--- src/rtl/simd_vec_sequencer_if.sv ---
// Issue/result bus for the SIMD vector sequencer.
// Carries the instruction handshake, the ALU lane bank and the result handshake.
interface simd_vec_sequencer_if #(
  parameter int W    = 8,
  parameter int VLEN = 8,
  parameter int NALU = 4
);
  logic              in_valid;
  logic              in_ready;
  logic [2:0]        in_op;
  logic [VLEN*W-1:0] in_a;
  logic [VLEN*W-1:0] in_b;
  logic [2:0]        alu_ctrl;
  logic [NALU*W-1:0] alu_a;
  logic [NALU*W-1:0] alu_b;
  logic [NALU*W-1:0] alu_c;
  logic              out_valid;
  logic              out_ready;
  logic [VLEN*W-1:0] out_c;
  logic              busy;

  modport master (
    output in_valid, in_op, in_a, in_b, alu_c, out_ready,
    input  in_ready, alu_ctrl, alu_a, alu_b, out_valid, out_c, busy
  );

  modport slave (
    input  in_valid, in_op, in_a, in_b, alu_c, out_ready,
    output in_ready, alu_ctrl, alu_a, alu_b, out_valid, out_c, busy
  );
endinterface

--- src/rtl/simd_vec_sequencer.sv ---
// Slices a VLEN-element vector op into NALU-wide beats for external ALU lanes
// and reassembles the lane results into one result vector.
module simd_vec_sequencer #(
  parameter int W    = 8,
  parameter int VLEN = 8,
  parameter int NALU = 4
) (
  input logic                clk,
  input logic                rst,
  simd_vec_sequencer_if.slave bus
);
  localparam int BEATS = VLEN / NALU;
  localparam int BW    = (BEATS > 1) ? $clog2(BEATS) : 1;
  localparam logic [BW-1:0] LAST = BW'(BEATS - 1);

  typedef enum logic [1:0] {
    IDLE = 2'd0,
    EXEC = 2'd1,
    DONE = 2'd2
  } state_t;

  state_t            state_q, state_d;
  logic [BW-1:0]     beat_q, beat_d;
  logic [2:0]        op_q, op_d;
  logic [VLEN*W-1:0] a_q, a_d;
  logic [VLEN*W-1:0] b_q, b_d;
  logic [VLEN*W-1:0] out_c_q, out_c_d;

  logic in_ready;
  logic fire_in;
  logic fire_out;

  assign in_ready = (state_q == IDLE) && !rst;
  assign fire_in  = bus.in_valid && in_ready;
  assign fire_out = (state_q == DONE) && bus.out_ready;

  // State and datapath registers, cleared asynchronously
  always_ff @(posedge clk or posedge rst) begin
    if (rst) begin
      state_q <= IDLE;
      beat_q  <= '0;
      op_q    <= '0;
      a_q     <= '0;
      b_q     <= '0;
      out_c_q <= '0;
    end else begin
      state_q <= state_d;
      beat_q  <= beat_d;
      op_q    <= op_d;
      a_q     <= a_d;
      b_q     <= b_d;
      out_c_q <= out_c_d;
    end
  end

  // Next-state: accept in IDLE, walk the beats, hold result until taken
  always_comb begin
    state_d = state_q;
    case (state_q)
      IDLE:    if (fire_in) state_d = EXEC;
      EXEC:    if (beat_q == LAST) state_d = DONE;
      DONE:    if (fire_out) state_d = IDLE;
      default: state_d = IDLE;
    endcase
  end

  // Capture the instruction, advance the beat, merge lane results
  always_comb begin
    beat_d  = beat_q;
    op_d    = op_q;
    a_d     = a_q;
    b_d     = b_q;
    out_c_d = out_c_q;
    if (state_q == IDLE && fire_in) begin
      op_d   = bus.in_op;
      a_d    = bus.in_a;
      b_d    = bus.in_b;
      beat_d = '0;
    end else if (state_q == EXEC) begin
      for (int k = 0; k < NALU; k++) begin
        out_c_d[(int'(beat_q) * NALU + k) * W +: W] = bus.alu_c[k * W +: W];
      end
      beat_d = (beat_q == LAST) ? '0 : beat_q + BW'(1);
    end
  end

  // Outputs: lanes fed only during EXEC, op held between instructions
  always_comb begin
    bus.alu_a     = '0;
    bus.alu_b     = '0;
    bus.alu_ctrl  = op_q;
    bus.in_ready  = in_ready;
    bus.out_valid = (state_q == DONE);
    bus.busy      = (state_q != IDLE);
    bus.out_c     = out_c_q;
    if (state_q == EXEC) begin
      for (int k = 0; k < NALU; k++) begin
        bus.alu_a[k * W +: W] = a_q[(int'(beat_q) * NALU + k) * W +: W];
        bus.alu_b[k * W +: W] = b_q[(int'(beat_q) * NALU + k) * W +: W];
      end
    end
  end
endmodule
--- src/flat_wrapper.sv ---
// flat-port wrapper written by rule: the top's interface ports become plain ports
module simd_vec_sequencer_flat 
#(
  parameter int W    = 8,
  parameter int VLEN = 8,
  parameter int NALU = 4
)
  (clk, rst, bus_in_valid, bus_in_op, bus_in_a, bus_in_b, bus_alu_c, bus_out_ready, bus_in_ready, bus_alu_ctrl, bus_alu_a, bus_alu_b, bus_out_valid, bus_out_c, bus_busy);
  simd_vec_sequencer_if #(.W(W), .VLEN(VLEN), .NALU(NALU)) bus_i ();
  input logic clk;
  input logic rst;
  input wire logic [$bits(bus_i.in_valid)-1:0] bus_in_valid;
  input wire logic [$bits(bus_i.in_op)-1:0] bus_in_op;
  input wire logic [$bits(bus_i.in_a)-1:0] bus_in_a;
  input wire logic [$bits(bus_i.in_b)-1:0] bus_in_b;
  input wire logic [$bits(bus_i.alu_c)-1:0] bus_alu_c;
  input wire logic [$bits(bus_i.out_ready)-1:0] bus_out_ready;
  output wire logic [$bits(bus_i.in_ready)-1:0] bus_in_ready;
  output wire logic [$bits(bus_i.alu_ctrl)-1:0] bus_alu_ctrl;
  output wire logic [$bits(bus_i.alu_a)-1:0] bus_alu_a;
  output wire logic [$bits(bus_i.alu_b)-1:0] bus_alu_b;
  output wire logic [$bits(bus_i.out_valid)-1:0] bus_out_valid;
  output wire logic [$bits(bus_i.out_c)-1:0] bus_out_c;
  output wire logic [$bits(bus_i.busy)-1:0] bus_busy;
  assign bus_i.in_valid = bus_in_valid;
  assign bus_i.in_op = bus_in_op;
  assign bus_i.in_a = bus_in_a;
  assign bus_i.in_b = bus_in_b;
  assign bus_i.alu_c = bus_alu_c;
  assign bus_i.out_ready = bus_out_ready;
  assign bus_in_ready = bus_i.in_ready;
  assign bus_alu_ctrl = bus_i.alu_ctrl;
  assign bus_alu_a = bus_i.alu_a;
  assign bus_alu_b = bus_i.alu_b;
  assign bus_out_valid = bus_i.out_valid;
  assign bus_out_c = bus_i.out_c;
  assign bus_busy = bus_i.busy;
  simd_vec_sequencer #(.W(W), .VLEN(VLEN), .NALU(NALU)) u_core (.clk(clk), .rst(rst), .bus(bus_i));
endmodule
--- config.mk ---
export PLATFORM = sky130hd
export DESIGN_NAME = simd_vec_sequencer_flat
export DESIGN_NICKNAME = d
export VERILOG_FILES = /design/src/rtl/simd_vec_sequencer_if.sv /design/src/rtl/simd_vec_sequencer.sv /design/src/flat_wrapper.sv
export SDC_FILE = /design/constraint.sdc
export NUM_CORES = 1
export LEC_CHECK = 0
export ABC_AREA = 1
export CAP_MARGIN = 20
export CORE_UTILIZATION = 49
export DETAILED_ROUTE_END_ITERATION = 8
export PLACE_DENSITY = 0.88
export SLEW_MARGIN = 20
export SYNTH_ARGS = -nofsm -noshare
export SYNTH_HDL_FRONTEND = slang
export SYNTH_SLANG_ARGS = --single-unit
--- constraint.sdc ---
create_clock -name clk -period 23.6 [get_ports clk]
set_clock_uncertainty 0.15 [all_clocks]
set_input_delay 4.72 -clock clk [delete_from_list [all_inputs] [get_ports clk]]
set_output_delay 4.72 -clock clk [all_outputs]
set_load 0.005 [all_outputs]
==> impl_metrics.json <==
{
  "core_um2": 17400,
  "fin_crit_sh_pct": 48.1,
  "synth_fp_nets": 1222,
  "htreeDepth": 4,
  "grt_pass1_vias": 7905,
  "num-fill-cells": 1343,
  "power.total_mw": 1.53,
  "power_density_nw_per_um2": 124,
  "cts_buffer_depth": 2,
  "drv_slew": 0,
  "gr-total-overflow": 0,
  "antenna_found_initial": 1,
  "placed_area_um2": 11800,
  "insertion_delay_ps": 430,
  "slew_headroom_pct": 22.7,
  "path_class": "in -> out",
  "final_util_pct": 71.1,
  "outcome": "completed",
  "routed_wl_mm": 25.5,
  "crit_required_ps": 18730,
  "area_growth_pct": 40.8,
  "first_pass_iters": 5,
  "routedWlPerCell_um": 16.6,
  "vias": 8295,
  "ir_drop_mv": 0.0713,
  "die_y_um": 136,
  "die_area_um2": 18400,
  "grt_use_total_pct": 28.0,
  "via_per_inst": 5.42,
  "synth_warnings": 0,
  "avgSynthCellArea_um2": 8.31,
  "grt_pass1_wl_mm": 39.9,
  "min_path_type": "reg -> reg",
  "leakagePower_nw": 5.83,
  "setup_viol": 0,
  "cts_setup_buffers": 0,
  "rsz0062_at_grt": "no",
  "drtAntennaViolNets": 0,
  "ios": 301,
  "endpoint_kind": "output pin",
  "max_freq_ghz": 0.0881,
  "drtIter0Drc": 720,
  "numCtsBuffers": 17,
  "drc_errors": 0,
  "post_cts_resized": 0,
  "dp_slack_ps": 12230,
  "mostFrequentLayoutCells": "460 x nand2_1, 299 x clkdlybuf4s50_1, 197 x dfrtp_1, 131 x nand4_1, 64 x a21oi_1",
  "cp_max_fo": 110,
  "ys_types": 17,
  "ys_ff_latch": 198,
  "rows": 48,
  "cts-root-buf": "clkbuf_16",
  "setup_tns_ps": 0,
  "cp-start-kind": "input pin",
  "seq_area_frac_synth_pct": 56.5,
  "drive_gt1_share_pct": 3.83,
  "clk_pin_slew_worst_paths_ps": 60,
  "finalInstanceArea_um2": 12300,
  "synth_cells": 1055,
  "fin_nets": 1461,
  "port_buffers": 300,
  "cts.sinks": 198,
  "worst_pin_slew_ps": 1160,
  "cap_viol_max_count": 0,
  "grt_max_degree": 111,
  "dpl.hpwl_mm": 16.3,
  "chipWidth_um": 136,
  "initial_core_util_pct": 50.5,
  "fin_ws_ps": 12250,
  "syn_area_um2": 8760,
  "layout_commonest_cell": "nand2_1",
  "gp_congestion": 0.809,
  "cts_tree": "built",
  "holdBufCountCts": 0,
  "cp.arrival_ps": 6480,
  "hold_violations": 0,
  "min_period_ps": 11350
}
## final timing paths
| path | start | end | slack (ps) | cells past startpoint |
|---|---|---|---|---|
| hold / removal | u_core.bus.alu_ctrl[1] | u_core.bus.alu_ctrl[1] | 320 | 2 |
| hold reg to reg | u_core.bus.alu_ctrl[1] | u_core.bus.alu_ctrl[1] | 320 | 2 |
| setup / recovery | rst | bus_in_ready | 12250 | 5 |
| max in group asynchronous | rst | u_core.b_q[0] | 16580 | 4 |
| setup reg to reg | u_core.state_q[0] | u_core.a_q[11] | 20450 | 6 |
| min in group asynchronous | rst | u_core.a_q[17] | 4670 | 2 |
## Yosys cell counts
master	n	area [um2]
nor2_4	1	11.3
inv_2	1	3.75
nand4_1	131	820
o21ai_1	14	70.1
clkbuf_1	45	169
dfrtp_1	198	4950
buf_2	27	135
inv_1	38	143
buf_1	11	41.3
o21ai_0	50	250
nor2_1	2	7.51
a21oi_1	64	320
clkbuf_2	1	5.00
nand3_1	3	15.0
buf_6	7	78.8
buf_4	1	7.51
nand2_1	461	1730
## power breakdown
part	internal, mW	switching, mW
clock	0.161	0.132
sequential	0.504	0.0937
combinational	0.294	0.342
## routing by layer
metal	vias to the layer above	global-route usage [%]	wire length (um)
li1	3942	-	-
met1	3924	35.6	10100
met2	361	44.4	12200
met3	68	7.30	2120
met4	0	13.4	1020
met5	-	0	0
## area by class of cell
type / count / area, um2 / share of cell area (%)
Antenna cell: 1 / 2.50 / 0.0203
Multi-Input combinational cell: 726 / 3250 / 26.3
Clock buffer: 19 / 443 / 3.59
Timing Repair Buffer: 312 / 3110 / 25.2
Inverter: 39 / 154 / 1.25
Clock inverter: 11 / 143 / 1.16
Tap cell: 225 / 282 / 2.28
Sequential cell: 198 / 4960 / 40.2
## per-stage QoR
stage / std cells / hold slack, ps
final: 1531 / 320
after CTS: 1530 / 326
after global placement: 1499 / 302
after detailed placement: 1500 / 308
after global routing: 1531 / 337
after floorplan: 1055 / 292
## worst max-delay path, cell delays in order
cell and delay, ps:
clkdlybuf4s50_1 500, inv_8 510, nand2_1 120, inv_1 90, clkdlybuf4s50_1 490
## sequential cells by signal, indices dropped and copies added, names as in the netlist
signal	flops
u_core.b_q	64
u_core.a_q	64
u_core.state_q	2
u_core.beat_q	1
u_core.bus.out_c	64
u_core.bus.alu_ctrl	3
## kinds of logic (layout without fill, tap and decap cells)
logic type,after synthesis,in the layout,synth area share (%)
AOI/OAI and AO/OA,128,128,7.31
DFF,198,198,56.5
and+or+nand+nor,598,598,29.5
other,0,1,0
buffers and inverters,131,381,6.65
Note: power is estimated with default switching activity, not from simulation.
